File: config.mk
export PLATFORM = sky130hd
export DESIGN_NAME = ts_sched
export DESIGN_NICKNAME = d
export VERILOG_FILES = /design/src/rtl/ts_sched_pkg.sv /design/src/rtl/ts_prio_enc.sv /design/src/rtl/ts_sched.sv
export SDC_FILE = /design/constraint.sdc
export NUM_CORES = 1
export LEC_CHECK = 0
export BUFFER_PORTS_ARGS = -buffer_cell sky130_fd_sc_hd__buf_2
export CORE_UTILIZATION = 35
export CTS_CLUSTER_SIZE = 8
export DETAILED_ROUTE_END_ITERATION = 16
export GPL_TIMING_DRIVEN = 0
export PLACE_DENSITY_LB_ADDON = 0.12
export SETUP_SLACK_MARGIN = 0.1
export SYNTH_ARGS = -nofsm -noshare
export SYNTH_HDL_FRONTEND = slang
export SYNTH_SLANG_ARGS = --single-unit
File: constraint.sdc
create_clock -name clk -period 5.1 [get_ports clk]
set_input_delay 1.02 -clock clk [delete_from_list [all_inputs] [get_ports clk]]
set_output_delay 1.02 -clock clk [all_outputs]
set_load 0.01 [all_outputs]
File: src/rtl/ts_sched_pkg.sv
// Shared types and constants for the transmit scheduler: FSM encoding, queue ids, watchdog width.
package ts_sched_pkg;

  typedef enum logic [2:0] {
    TS_IDLE      = 3'd0,
    TS_RD        = 3'd1,
    TS_LATCH     = 3'd2,
    TS_ISSUE     = 3'd3,
    TS_WAIT_DONE = 3'd4
  } ts_state_e;

  localparam logic [1:0] QID_0 = 2'd0;
  localparam logic [1:0] QID_1 = 2'd1;
  localparam logic [1:0] QID_2 = 2'd2;
  localparam logic [1:0] QID_3 = 2'd3;

  localparam int WD_W = 12;

  function automatic logic [3:0] qid_onehot(input logic [1:0] qid);
    return 4'b0001 << qid;
  endfunction

endpackage

File: src/rtl/ts_prio_enc.sv
// Strict-priority grant encoder (Q0 highest); also reports whether the selected queue is empty.
module ts_prio_enc
  import ts_sched_pkg::*;
(
  input  logic [3:0] grant_i,
  input  logic [3:0] empty_i,
  output logic [1:0] sel_o,
  output logic       any_o,
  output logic       sel_empty_o
);

  always_comb begin
    sel_o = QID_0;
    if (grant_i[0])      sel_o = QID_0;
    else if (grant_i[1]) sel_o = QID_1;
    else if (grant_i[2]) sel_o = QID_2;
    else if (grant_i[3]) sel_o = QID_3;
  end

  assign any_o       = |grant_i;
  assign sel_empty_o = empty_i[sel_o];

endmodule

File: src/rtl/ts_sched.sv
// Transmit scheduler: pops one descriptor per gate-control grant and hands it to EBM.
// Optional WAIT_DONE watchdog with out_ts_timeout when TS_WATCHDOG_EN is defined.
module ts_sched
  import ts_sched_pkg::*;
#(
  parameter int DESC_W = 20,
  parameter int CNT_W  = 16
`ifdef TS_WATCHDOG_EN
  ,
  parameter int TIMEOUT_CYC = 4095
`endif
) (
  input  logic                  clk,
  input  logic                  rst_n,
  input  logic [3:0]            in_ts_schedule_valid,
  input  logic [3:0]            in_ts_fifo_empty,
  output logic [3:0]            out_ts_q_rden,
  output logic                  out_ts_q2_rden,
  input  logic [4*DESC_W-1:0]   in_ts_q_rdata,
  input  logic                  in_ts_bw_discard,
  output logic                  out_ts_desc_valid,
  output logic [DESC_W+2:0]     out_ts_desc,
  input  logic                  in_ts_desc_ready,
  input  logic                  in_ts_pkt_done,
  output logic                  out_ts_busy,
  output logic                  out_ts_underrun,
  output logic                  out_ts_sched_err,
  output logic [4*CNT_W-1:0]    out_ts_q_cnt
`ifdef TS_WATCHDOG_EN
  ,
  output logic                  out_ts_timeout
`endif
);

  // IDLE: wait grant | RD: pop pulse | LATCH: capture rdata | ISSUE: offer to EBM | WAIT_DONE: wait pkt_done
  ts_state_e state_q, state_d;

  logic [1:0]              sel_q, sel_d;
  logic [3:0]              rden_q, rden_d;
  logic [DESC_W+2:0]       desc_q, desc_d;
  logic                    desc_valid_q, desc_valid_d;
  logic                    underrun_q, underrun_d;
  logic                    sched_err_q, sched_err_d;
  logic [3:0][CNT_W-1:0]   cnt_q, cnt_d;
  logic [3:0][DESC_W-1:0]  rdata_w;

  logic [1:0] pe_sel;
  logic       pe_any;
  logic       pe_sel_empty;

`ifdef TS_WATCHDOG_EN
  localparam logic [WD_W-1:0] WD_LOAD = WD_W'(TIMEOUT_CYC - 1);
  logic [WD_W-1:0] wd_q, wd_d;
  logic            timeout_q, timeout_d;
`endif

  assign rdata_w = in_ts_q_rdata;

  ts_prio_enc u_prio_enc (
    .grant_i     (in_ts_schedule_valid),
    .empty_i     (in_ts_fifo_empty),
    .sel_o       (pe_sel),
    .any_o       (pe_any),
    .sel_empty_o (pe_sel_empty)
  );

  always_comb begin
    state_d      = state_q;
    sel_d        = sel_q;
    rden_d       = '0;
    desc_d       = desc_q;
    desc_valid_d = desc_valid_q;
    underrun_d   = 1'b0;
    sched_err_d  = sched_err_q | ((state_q != TS_IDLE) && pe_any);
    cnt_d        = cnt_q;
`ifdef TS_WATCHDOG_EN
    wd_d         = wd_q;
    timeout_d    = 1'b0;
`endif

    case (state_q)
      TS_IDLE: begin
        if (pe_any) begin
          if (pe_sel_empty) begin
            underrun_d = 1'b1;
          end else begin
            rden_d  = qid_onehot(pe_sel);
            sel_d   = pe_sel;
            state_d = TS_RD;
          end
        end
      end
      TS_RD: begin
        state_d = TS_LATCH;
      end
      TS_LATCH: begin
        // Only Q2 is bandwidth-policed by GC, so its verdict is meaningless for other queues.
        desc_d       = {(sel_q == QID_2) && in_ts_bw_discard, sel_q, rdata_w[sel_q]};
        desc_valid_d = 1'b1;
        state_d      = TS_ISSUE;
      end
      TS_ISSUE: begin
        if (in_ts_desc_ready) begin
          desc_valid_d = 1'b0;
          cnt_d[sel_q] = cnt_q[sel_q] + 1'b1;
          state_d      = TS_WAIT_DONE;
`ifdef TS_WATCHDOG_EN
          wd_d         = WD_LOAD;
`endif
        end
      end
      TS_WAIT_DONE: begin
        if (in_ts_pkt_done) begin
          state_d = TS_IDLE;
        end
`ifdef TS_WATCHDOG_EN
        else if (wd_q == '0) begin
          timeout_d = 1'b1;
          state_d   = TS_IDLE;
        end else begin
          wd_d = wd_q - 1'b1;
        end
`endif
      end
      default: begin
        state_d = TS_IDLE;
      end
    endcase
  end

  always_ff @(posedge clk or negedge rst_n) begin
    if (!rst_n) begin
      state_q      <= TS_IDLE;
      sel_q        <= QID_0;
      rden_q       <= '0;
      desc_q       <= '0;
      desc_valid_q <= 1'b0;
      underrun_q   <= 1'b0;
      sched_err_q  <= 1'b0;
      cnt_q        <= '0;
`ifdef TS_WATCHDOG_EN
      wd_q         <= '0;
      timeout_q    <= 1'b0;
`endif
    end else begin
      state_q      <= state_d;
      sel_q        <= sel_d;
      rden_q       <= rden_d;
      desc_q       <= desc_d;
      desc_valid_q <= desc_valid_d;
      underrun_q   <= underrun_d;
      sched_err_q  <= sched_err_d;
      cnt_q        <= cnt_d;
`ifdef TS_WATCHDOG_EN
      wd_q         <= wd_d;
      timeout_q    <= timeout_d;
`endif
    end
  end

  assign out_ts_q_rden     = rden_q;
  assign out_ts_q2_rden    = rden_q[2];
  assign out_ts_desc_valid = desc_valid_q;
  assign out_ts_desc       = desc_q;
  assign out_ts_busy       = (state_q != TS_IDLE);
  assign out_ts_underrun   = underrun_q;
  assign out_ts_sched_err  = sched_err_q;
  assign out_ts_q_cnt      = cnt_q;
`ifdef TS_WATCHDOG_EN
  assign out_ts_timeout    = timeout_q;
`endif

endmodule
==> impl_results.md <==
* Cell variety after synth at between 40 and 50
* CP max FO at 9
* Sw frac at 0.4068
* Die area at 14440 µm²
* Drt drc at 0
* Worst Path Arrival at 1680 ps
* Relative slew slack at 0.3028
* Peak supply drop at 0.0002596 V
* Clk slew on worst S/H paths at about 60 ps
* Worst min path class: flip-flop to flip-flop
* # H-tree levels at 3
* GRT Resource Usage Total at 0.2027
* Buffers on Ports at roughly 190
* Net Sw Power at 1763 µW
* Hold_buf cts at 0
* Fin. Hold Viols at 0
* Clock Power Share at 0.163
* Number of diodes at 0
* Syn nets at 487
* Vias per cell at 5.124
* DRT Pass-1 Iters at 4
* Synth Cell Area at about 4900 µm²
* Fin nets at ~700
* Lkg Pwr at 0.002888 µW
* Layout cell share with drive strength beyond 1 at 0.4783
* Final setup fails at 0
* Slew @ Worst Pin at approximately 1000 ps
* Syn Inst Count at 393
* Logic pwr share at 0.515
* Setup crit start kind: flip-flop
* RSZ-0062 raised after global routing: no
* Clock buffer depth at 2
* Final Skew at 5.869 ps
* Post-cts gate resize count at 0
* Starting Density at 0.3633
* Commonest non-fill, non-tap cells in the layout: 197 x buf_2, 99 x dfrtp_1, 61 x nor2_1
* Pint at 2571 µW
* Post-CTS Setup Bufs at 0
* CP Class: flip-flop to output pin
* Fillcell total at between 1000 and 1500
* Seq/Total Area, Yosys at 0.5069
* CTS tree: done
* Die Ht at ~120 µm
* Fmax at 371.0 MHz
* Worst-Skew Late Latency at 340 ps
* Initial antenna violation count at 0
* Pins Over Slew Limit at 0
* Final setup TNS at 0 ps
* Power per Cell Area at about 680 nW/µm²
* Core Box Area at 13450 µm²
* Max-cap violations at 0
* Commonest non-fill, non-tap cell in the layout: buf_2
* Number of global-route vias before repair at 4065
* First-pass GRT wire length at 22050 µm
* GPL Wtd Cong at 0.7400
* Yosys reg bits at about 100
* Status: completed
* Non-filler instance count after layout at 774
* # rows at 42
* Minimum clock period at 2695 ps
* Worst endpoint required time at 4080 ps
* DP Worst Slack at 2048 ps
* DRC violation total after the first TritonRoute iteration at 187
* Largest net degree at the start of global routing at 61
* Clk root buf: clkbuf_16
* Routed Antenna Nets at 0
* Gr ovfl total at 0
* Number of top-level pins at 189
* Yosys warning count at 0
* Final Cycle Share at 0.5285
* Chip width at 120.2 µm
* Area growth, synth to finish at 30.67%
* CTS Sinks at 99
* Placed insts at 758
* Total Wirelength at 13850 µm
* Critical path endpoint category: output pin
* Post-DR wirelength/cell at 17.89 µm
* Syn_area_per_cell at 12.44 µm²
* DP Wirelength at 10130 µm
* Vias at approximately 4000
* Seq pwr share at 0.322
* CTS Buf Count at 9
* Worst Setup Slack, final at 2405 ps
logic make-up after synthesis:
logic type,after synthesis,synth area share
AOI/OAI and AO/OA,68,0.07706
buffers and inverters,31,0.03354
and+or+nand+nor,114,0.1237
xor gates and xnor gates,16,0.02867
muxes,64,0.2276
DFF,99,0.5069
adders and majority gates,1,0.002560
power groups by stage:
stage	Sequential, µW	Clock, µW	Combinational, µW
after floorplan	1520	0	1360
after global placement	1390	0	2220
after detailed placement	1410	0	2260
after CTS	1400	727	2260
after global routing	1450	753	2440
final	1400	705	2230
registers in the layout, indices dropped and copies added (netlist names):
register	cells
out_ts_underrun	1
out_ts_sched_err	1
out_ts_desc_valid	1
out_ts_q_rden	4
out_ts_q_cnt	64
sel_q	2
state_q	3
out_ts_desc	23
worst paths after layout:
| kind | start | end | slack (ps) | depth (start not counted) |
|---|---|---|---|---|
| setup reg to reg | sel_q[1] | out_ts_q_cnt[13] | 2440 | 6 |
| max in group asynchronous | rst_n | out_ts_q_cnt[16] | 3760 | 2 |
| min in group asynchronous | rst_n | out_ts_desc[10] | 660 | 1 |
| hold reg to reg | out_ts_desc_valid | out_ts_desc_valid | 480 | 1 |
| hold / removal | out_ts_desc_valid | out_ts_desc_valid | 480 | 1 |
| setup / recovery | state_q[0] | out_ts_busy | 2400 | 4 |
metal layers:
| metal | share of wire | routed length [µm] | GRT usage | up-vias |
|---|---|---|---|---|
| met2 | 0.48 | 6691 | 0.3279 | 129 |
| met1 | 0.44 | 6046 | 0.2716 | 1981 |
| met3 | 0.063 | 871 | 0.03517 | 16 |
| met5 | 0 | 0 | 0 | - |
| li1 | - | - | - | 1840 |
| met4 | 0.017 | 235 | 0.07578 | 0 |
per-stage QoR:
stage	total power, µW	util	area, µm²	hold WS (ps)
3_3_place_gp	3616	0.4496	6048	457.3
6_report	4334	0.4747	6386	476.7
3_5_place_dp	3666	0.4518	6078	465.3
4_1_cts	4389	0.4747	6386	477.6
5_1_grt	4642	0.4747	6386	503.2
2_1_floorplan	2883	-	4887	471.6
worst max-delay path: stages (launching register included):
cell and delay [ps]:
dfrtp_1 350, clkbuf_1 180, nor3_1 290, clkinv_1 290, buf_2 220
cells in the mapped netlist, drive strengths merged:
library cell	n	area (µm²)
and3	3	18.77
nor2	62	235.2
nor3	7	35.03
or3	1	6.260
mux4	35	788.3
nor2b	3	18.77
nand4b	1	8.760
a21o	2	15.01
clkbuf	9	33.78
mux2i	2	20.02
nor3b	6	45.04
clkinv	1	3.750
xor2	2	17.52
nand2	8	30.03
nand3	14	87.59
nor4	3	40.04
o41ai	2	17.52
inv	5	18.77
o21bai	2	15.01
o32a	1	10.01
nor4b	2	23.77
buf	16	107.6
a211o	2	17.52
o21ai	2	10.01
o31ai	1	7.510
a21oi	53	265.3
xnor2	14	122.6
a31oi	3	18.77
mux2	27	304.0
dfrtp	99	2477
nand4	4	55.05
ha	1	12.51
layout make-up:
cell class,count,area [µm²],area share
clock inverters,1,30.03,0.004702
flip-flops and latches,99,2477,0.3879
plain buffers,25,141.4,0.02214
multi-input cells,263,2246,0.3517
inverters,6,22.52,0.003527
repair buffers,189,970.9,0.1520
well taps,176,220.2,0.03448
clock buffers,15,277.8,0.04350
Note: power is estimated with default switching activity, not from simulation.
